[config.mk]
export PLATFORM = sky130hd
export DESIGN_NAME = class_merge_flat
export DESIGN_NICKNAME = d
export VERILOG_FILES = /design/src/rtl/class_merge_if.sv /design/src/rtl/class_merge.sv /design/src/flat_wrapper.sv
export SDC_FILE = /design/constraint.sdc
export NUM_CORES = 1
export LEC_CHECK = 0
export ABC_CLOCK_PERIOD_IN_PS = 2100
export CAP_MARGIN = 40
export CORE_MARGIN = 5
export CORE_UTILIZATION = 44
export CTS_BUF_LIST = sky130_fd_sc_hd__clkbuf_16
export DETAILED_ROUTE_END_ITERATION = 6
export GPL_ROUTABILITY_DRIVEN = 0
export PLACE_DENSITY = 0.79
export SLEW_MARGIN = 5
export SYNTH_ARGS = -nofsm -noshare
export SYNTH_HDL_FRONTEND = slang
export SYNTH_SLANG_ARGS = --single-unit
[constraint.sdc]
create_clock -name clk -period 2.1 [get_ports clk]
set_clock_uncertainty 0.1 [all_clocks]
set_input_delay 0.42 -clock clk [delete_from_list [all_inputs] [get_ports clk]]
set_output_delay 0.42 -clock clk [all_outputs]
set_load 0.05 [all_outputs]
[src/rtl/class_merge_if.sv]
// Merge-arbiter bus: two class FIFO read ports, downstream back-pressure,
// merged output word and delivery counters.
interface class_merge_if #(
  parameter int DATA_SIZE = 10
);
  logic [DATA_SIZE-1:0] fifo0_data;
  logic                 fifo0_empty;
  logic [DATA_SIZE-1:0] fifo1_data;
  logic                 fifo1_empty;
  logic                 down_af;
  logic                 pop0;
  logic                 pop1;
  logic [DATA_SIZE-1:0] out;
  logic                 valid_out;
  logic [7:0]           cnt0;
  logic [7:0]           cnt1;
  logic                 idle;

  modport master (
    input  fifo0_data, fifo0_empty, fifo1_data, fifo1_empty, down_af,
    output pop0, pop1, out, valid_out, cnt0, cnt1, idle
  );

  modport slave (
    output fifo0_data, fifo0_empty, fifo1_data, fifo1_empty, down_af,
    input  pop0, pop1, out, valid_out, cnt0, cnt1, idle
  );
endinterface

[src/rtl/class_merge.sv]
// Two-class FIFO merge: class 0 is preferred, class 1 is granted after
// STARVE_MAX consecutive class-0 grants; read data emerges two cycles after a pop.
module class_merge #(
  parameter int DATA_SIZE  = 10,
  parameter int STARVE_MAX = 4
) (
  input logic           clk,
  input logic           reset,
  class_merge_if.master bus
);
  localparam int SW = $clog2(STARVE_MAX + 1);
  localparam logic [SW-1:0] SMAX = SW'(STARVE_MAX);

  typedef enum logic [1:0] {IDLE = 2'd0, GRANT0 = 2'd1, GRANT1 = 2'd2} state_t;

  state_t               state_q, state_d;
  logic [SW-1:0]        starve_q, starve_d;
  logic                 pop0_q, pop1_q;
  logic                 vld_p0_q, tag_p0_q;
  logic                 vld_p1_q;
  logic [DATA_SIZE-1:0] out_p1_q;
  logic [7:0]           cnt0_q, cnt1_q;

  // The grant decision sees the starvation count including the current cycle's grant.
  always_comb begin
    starve_d = starve_q;
    if (state_q == GRANT1 || bus.fifo1_empty) begin
      starve_d = '0;
    end else if (state_q == GRANT0 && starve_q != SMAX) begin
      starve_d = starve_q + 1'b1;
    end

    state_d = IDLE;
    if (bus.down_af || (bus.fifo0_empty && bus.fifo1_empty)) begin
      state_d = IDLE;
    end else if (!bus.fifo0_empty && (bus.fifo1_empty || starve_d < SMAX)) begin
      state_d = GRANT0;
    end else begin
      state_d = GRANT1;
    end
  end

  always_ff @(posedge clk) begin
    if (reset) begin
      state_q  <= IDLE;
      starve_q <= '0;
      pop0_q   <= 1'b0;
      pop1_q   <= 1'b0;
      vld_p0_q <= 1'b0;
      tag_p0_q <= 1'b0;
      vld_p1_q <= 1'b0;
      out_p1_q <= '0;
      cnt0_q   <= '0;
      cnt1_q   <= '0;
    end else begin
      state_q  <= state_d;
      starve_q <= starve_d;
      pop0_q   <= (state_d == GRANT0);
      pop1_q   <= (state_d == GRANT1);
      // p0: FIFO read data is on the bus; tag remembers which FIFO it came from
      vld_p0_q <= (state_q != IDLE);
      tag_p0_q <= (state_q == GRANT1);
      // p1: registered merged word and delivery counters
      vld_p1_q <= vld_p0_q;
      if (vld_p0_q) begin
        out_p1_q <= tag_p0_q ? bus.fifo1_data : bus.fifo0_data;
        if (tag_p0_q) begin
          cnt1_q <= cnt1_q + 8'd1;
        end else begin
          cnt0_q <= cnt0_q + 8'd1;
        end
      end
    end
  end

  assign bus.pop0      = pop0_q;
  assign bus.pop1      = pop1_q;
  assign bus.out       = out_p1_q;
  assign bus.valid_out = vld_p1_q;
  assign bus.cnt0      = cnt0_q;
  assign bus.cnt1      = cnt1_q;
  assign bus.idle      = (state_q == IDLE) && !vld_p0_q && !vld_p1_q;
endmodule

[src/flat_wrapper.sv]
// flat-port wrapper written by rule: the top's interface ports become plain ports
module class_merge_flat 
#(
  parameter int DATA_SIZE  = 10,
  parameter int STARVE_MAX = 4
)
  (clk, reset, bus_fifo0_data, bus_fifo0_empty, bus_fifo1_data, bus_fifo1_empty, bus_down_af, bus_pop0, bus_pop1, bus_out, bus_valid_out, bus_cnt0, bus_cnt1, bus_idle);
  class_merge_if #(.DATA_SIZE(DATA_SIZE)) bus_i ();
  input logic clk;
  input logic reset;
  input wire logic [$bits(bus_i.fifo0_data)-1:0] bus_fifo0_data;
  input wire logic [$bits(bus_i.fifo0_empty)-1:0] bus_fifo0_empty;
  input wire logic [$bits(bus_i.fifo1_data)-1:0] bus_fifo1_data;
  input wire logic [$bits(bus_i.fifo1_empty)-1:0] bus_fifo1_empty;
  input wire logic [$bits(bus_i.down_af)-1:0] bus_down_af;
  output wire logic [$bits(bus_i.pop0)-1:0] bus_pop0;
  output wire logic [$bits(bus_i.pop1)-1:0] bus_pop1;
  output wire logic [$bits(bus_i.out)-1:0] bus_out;
  output wire logic [$bits(bus_i.valid_out)-1:0] bus_valid_out;
  output wire logic [$bits(bus_i.cnt0)-1:0] bus_cnt0;
  output wire logic [$bits(bus_i.cnt1)-1:0] bus_cnt1;
  output wire logic [$bits(bus_i.idle)-1:0] bus_idle;
  assign bus_i.fifo0_data = bus_fifo0_data;
  assign bus_i.fifo0_empty = bus_fifo0_empty;
  assign bus_i.fifo1_data = bus_fifo1_data;
  assign bus_i.fifo1_empty = bus_fifo1_empty;
  assign bus_i.down_af = bus_down_af;
  assign bus_pop0 = bus_i.pop0;
  assign bus_pop1 = bus_i.pop1;
  assign bus_out = bus_i.out;
  assign bus_valid_out = bus_i.valid_out;
  assign bus_cnt0 = bus_i.cnt0;
  assign bus_cnt1 = bus_i.cnt1;
  assign bus_idle = bus_i.idle;
  class_merge #(.DATA_SIZE(DATA_SIZE), .STARVE_MAX(STARVE_MAX)) u_core (.clk(clk), .reset(reset), .bus(bus_i));
endmodule
# After elaboration in Yosys (flattened, before gate mapping)
# Cells that the tools add are included.
# Widths: inputs -> output; s select.
totals:
  regBits: 36
  wordCells: 40
op_classes:
  magnitude_cmp: 1
  n_mux: 5
  add_sub_neg: 3
  n_eq_ne: 5
  reduce_logical: 15
  bitwise_logic: 1
op_table:
  columns: ["op", "n"]
  rows:
  - ["$add 8x1->8 const B", 2]
  - ["$mux 10", 1]
  - ["$mux 3", 2]
  - ["$logic_and 1x1->1", 5]
  - ["$eq 2x1->1 const B", 2]
  - ["$eq 2x2->1 const B", 2]
  - ["$mux 2", 2]
  - ["$reduce_and 2->1", 2]
  - ["$add 3x1->3 const B", 1]
  - ["$logic_not 1->1", 3]
  - ["$logic_or 1x1->1", 3]
  - ["$lt 3x3->1 const B", 1]
  - ["$ne 3x3->1 const B", 1]
  - ["$logic_not 2->1", 1]
  - ["$reduce_bool 2->1", 1]
  - ["$not 1->1", 1]

# Longest topological paths before layout
# Gate-level depths: netlist of the first run.
depth:
  depth_word: 10
  depth_mapped: 5

# Least setup slack after synthesis of the first run
# No wires, ideal clock.
synth_timing:
  path_type: "register to output"
  from: "reg u_core.bus.pop1 (netlist name)"
  to: "out bus_idle"
  arrival_ns: 2.230
  required_time_ns: 1.580
  n_path_buf: 1
  path_stages_with_launch: 3
  setup_slack_ns: -0.650
  cell_sequence: "dfxtp_1 buf_2 nor4_1"
synth_lines:
  columns: ["element", "line_no", "source"]
  rows:
  - ["end, declared", "flat_wrapper.sv:22", "output wire logic [$bits(bus_i.idle)-1:0] bus_idle;"]

# Worst setup path after layout of the first run
layout_timing:
  from: "reg u_core.cnt1_q[3], in the netlist u_core.bus.cnt1[3]"
  to: "out bus_cnt1[3]"
layout_lines:
  columns: ["element", "line_no", "source"]
  rows:
  - ["start, declared", "class_merge.sv:22", "logic [7:0] cnt0_q, cnt1_q;"]
  - ["start signal, assigned", "class_merge.sv:68", "cnt1_q <= cnt1_q + 8'd1;"]
  - ["end, declared", "flat_wrapper.sv:21", "output wire logic [$bits(bus_i.cnt1)-1:0] bus_cnt1;"]
# No word-level cell between the ends.

==> impl_metrics.yaml, run 1 <==
outcome:
  status: "finished, final reports clean"
power:
  p_int_mw: 1.18
  leakage_nw: 0.837
  p_comb_frac: 0.123
  power_density_nw_per_um2: 683
  switching_share: 0.236
  p_clk_frac: 0.440
  p_seq_frac: 0.438
  p_sw_mw: 0.365
  vdd_ir_drop_max_mv: 0.621
sta:
  relSlewSlack: 0.648
  period_share: 0.971
  setup_viol: 0
  tns_ns: 0
  timing.final.hold_violations: 0
  min_period_ns: 2.04
  fin_ws_ns: 0.0600
  worstMarginPinSlew_ns: 0.527
  slew_violations: 0
  rsz0062_at_grt: "no"
  max_clock_freq_mhz: 490
global_routing:
  grt.total_usage: 0.166
  grt.overflow.total: 0
  grt_max_degree: 29
  first_global_vias: 1435
  antenna_found_initial: 0
  grt_pass1_wl_um: 6440
clock_network:
  clk_pin_slew_ns: 0.05
  cts_repair_resize_count: 0
  clockRootBuffer: "clkbuf_16"
  cts_tree: "built"
  cts.sinks: 34
  cts_made_buffers: 5
  postCtsSetupBuffers: 0
  holdBufCountCts: 0
  htreeDepth: 2
  insertion_delay_ns: 0.27
  clock_path_buffers: 2
placed_design:
  preCtsSetupSlack_ns: 0.348
  hpwl_um: 2840
  port_buffers: 54
detailed_routing:
  viasPerCell: 5.16
  dr.pass1.iters: 4
  vias: 1392
  wirelength_um: 3670
  drcViolationCount: 0
  antenna_left: 0
  drt_iter0_markers: 97
  wl_per_cell_um: 13.6
critical_path:
  crit_path_end_kind: "output pin"
  r2r_start: "u_core.vld_p0_q"
  cp.required_ns: 1.58
  worst-path-buf-inv: 1
  crit_arrival_ns: 1.52
  r2r_setup_slack_ns: 0.35
  cp-start-kind: "flip-flop"
  cp_max_fo: 6
  path_delay_family: "buffers and inverters"
  crit_type: "flip-flop to output pin"
  r2r_end: "u_core.bus.cnt1[7]"
  critPathSlowestCell: "clkdlybuf4s50_1"
  reg2regPathDepth: 4
  crit_path_cell_trace: "clkdlybuf4s50_1"
  cpPeakStageDelay_ns: 0.84
floorplan:
  fp-row-count: 21
  core_area_um2: 3360
  io_pins: 55
  die_area_um2: 4760
  die_y_um: 69.0
  die_w_um: 69.0
  start_util: 0.456
min_path:
  hold_end: "u_core.bus.cnt1[7]"
  hold_depth: 2
  hold_class: "flip-flop to flip-flop"
  min_from: "u_core.bus.cnt1[7]"
finish:
  area_delta_synth_final_pct: 47.4
  diodes: 0
  drive_above_1_share: 0.0893
  finalNetCount: 252
synthesis:
  ys_ff_latch: 34
  synthXorXnorAreaFrac: 0.0229
  synth_flop_cell: "dfxtp_1"
  yosysWarnings: 0
  yosysSeqAreaShare: 0.444
  synth_compound_area_frac: 0.165
  synth_nets: 196
  synth-edff-count: 0
  syn_area_um2: 1530
  yosys.area_share.simple: 0.212
  syn_inst: 167
  async_flop_share: 0
  synth_top_family_by_area: "simple AND/OR/NAND/NOR gates"
  synth.distinct_cells: 39
  avgSynthCellArea_um2: 9.18
  synth.mux.area_fraction: 0.0792
  synthAdderAreaFrac: 0.0327
job:
  maxCapViolCount: 0
-- through the flow --
stage                     power [mW]  instances  instance area (µm²)   util  hold slack, ns
after floorplan                0.787        167                 1550      -           0.364
after global placement         0.874        262                 2120  0.631           0.360
after detailed placement       0.879        262                 2120  0.631           0.382
after CTS                       1.56        270                 2260  0.672           0.389
after global routing            1.61        270                 2260  0.672           0.404
final                           1.54        270                 2260  0.672           0.385
-- power groups by stage --
stage                     sequential [mW]  clock (mW)  combinational (mW)
after floorplan                     0.728           0              0.0595
after global placement              0.687           0               0.186
after detailed placement            0.688           0               0.191
after CTS                           0.675       0.696               0.191
after global routing                0.677       0.732               0.202
final                               0.675       0.679               0.189
-- kinds of logic (layout without fill, tap and decap cells) --
kind of cell / Yosys count / after routing
flip-flops: 34 / 34
buffers and inverters: 14 / 71
AND/OR/NAND/NOR: 59 / 59
adder cells (fa/ha/maj): 4 / 4
XOR/XNOR: 4 / 4
AO/OA/AOI/OAI: 40 / 40
multiplexers: 12 / 12
-- routing by layer --
| layer | up-vias | wire length [µm] | GRT usage |
|---|---|---|---|
| li1 | 714 | - | - |
| met1 | 623 | 1510 | 0.179 |
| met2 | 47 | 1780 | 0.275 |
| met3 | 8 | 280 | 0.0654 |
| met4 | 0 | 94 | 0.0933 |
| met5 | - | 0 | 0 |
-- placed cells by master (no fill, tap or decap), types with 2 or more instances in the layout --
cell type        count
a211oi_1            11
a21oi_1             13
buf_4               10
clkbuf_16            5
clkdlybuf4s50_1     47
dfxtp_1             34
ha_1                 4
inv_1                6
mux2i_1             11
nand2_1             13
nand3_1              5
nor2_1              18
nor2b_1              3
o21ai_0              4
o21ai_1              2
o22ai_1              2
o31ai_1              3
or3_1                6
or4_1                3
xnor2_1              2
xor2_1               2
-- final cells by class --
class | count | area, µm²
Tap cell | 46 | 57.6
Clock buffer | 5 | 125
Clock inverter | 3 | 12.5
Sequential cell | 34 | 681
Inverter | 5 | 18.8
Timing Repair Buffer | 58 | 566
Fill cell | 285 | 1100
Multi-Input combinational cell | 119 | 800
-- cells in the mapped netlist, types with 3 or more instances --
library cell   n  area share
a211oi_1      11       0.054
a21oi_1       13       0.042
buf_2          3      0.0098
clkbuf_1       3      0.0073
dfxtp_1       34        0.44
ha_1           4       0.033
inv_1          5       0.012
mux2i_1       11       0.072
nand2_1       13       0.032
nand3_1        5       0.016
nor2_1        18       0.044
nor2b_1        3       0.012
o21ai_0        4       0.013
o31ai_1        3       0.015
or3_1          6       0.024
or4_1          3       0.015
-- state kept, by name, summed over array words and instances, names as in the netlist --
name / cells
u_core.bus.valid_out: 1
u_core.bus.cnt0: 8
u_core.bus.pop0: 1
u_core.starve_q: 3
u_core.bus.out: 10
u_core.bus.cnt1: 8
u_core.vld_p0_q: 1
u_core.bus.pop1: 1
u_core.tag_p0_q: 1
-- worst max-delay path by stage --
stage                        from          end  slack (ns)  depth (start not counted)
2_1_floorplan     u_core.bus.pop1     bus_idle        0.23                          2
3_3_place_gp   u_core.bus.cnt1[3]  bus_cnt1[3]        0.39                          1
3_5_place_dp   u_core.bus.cnt1[3]  bus_cnt1[3]        0.35                          1
4_1_cts        u_core.bus.cnt1[3]  bus_cnt1[3]        0.05                          1
5_1_grt        u_core.bus.cnt0[4]  bus_cnt0[4]        0.01                          1
6_report       u_core.bus.cnt1[3]  bus_cnt1[3]        0.06                          1
Power figures use the tool's default switching activity.
==> inputs of run 2 (changes only) <==
Settings changed: SLEW_MARGIN 5 to 20.
==> results of run 2 <==
Final layout, timing and power as in run 1 (identical DEF).
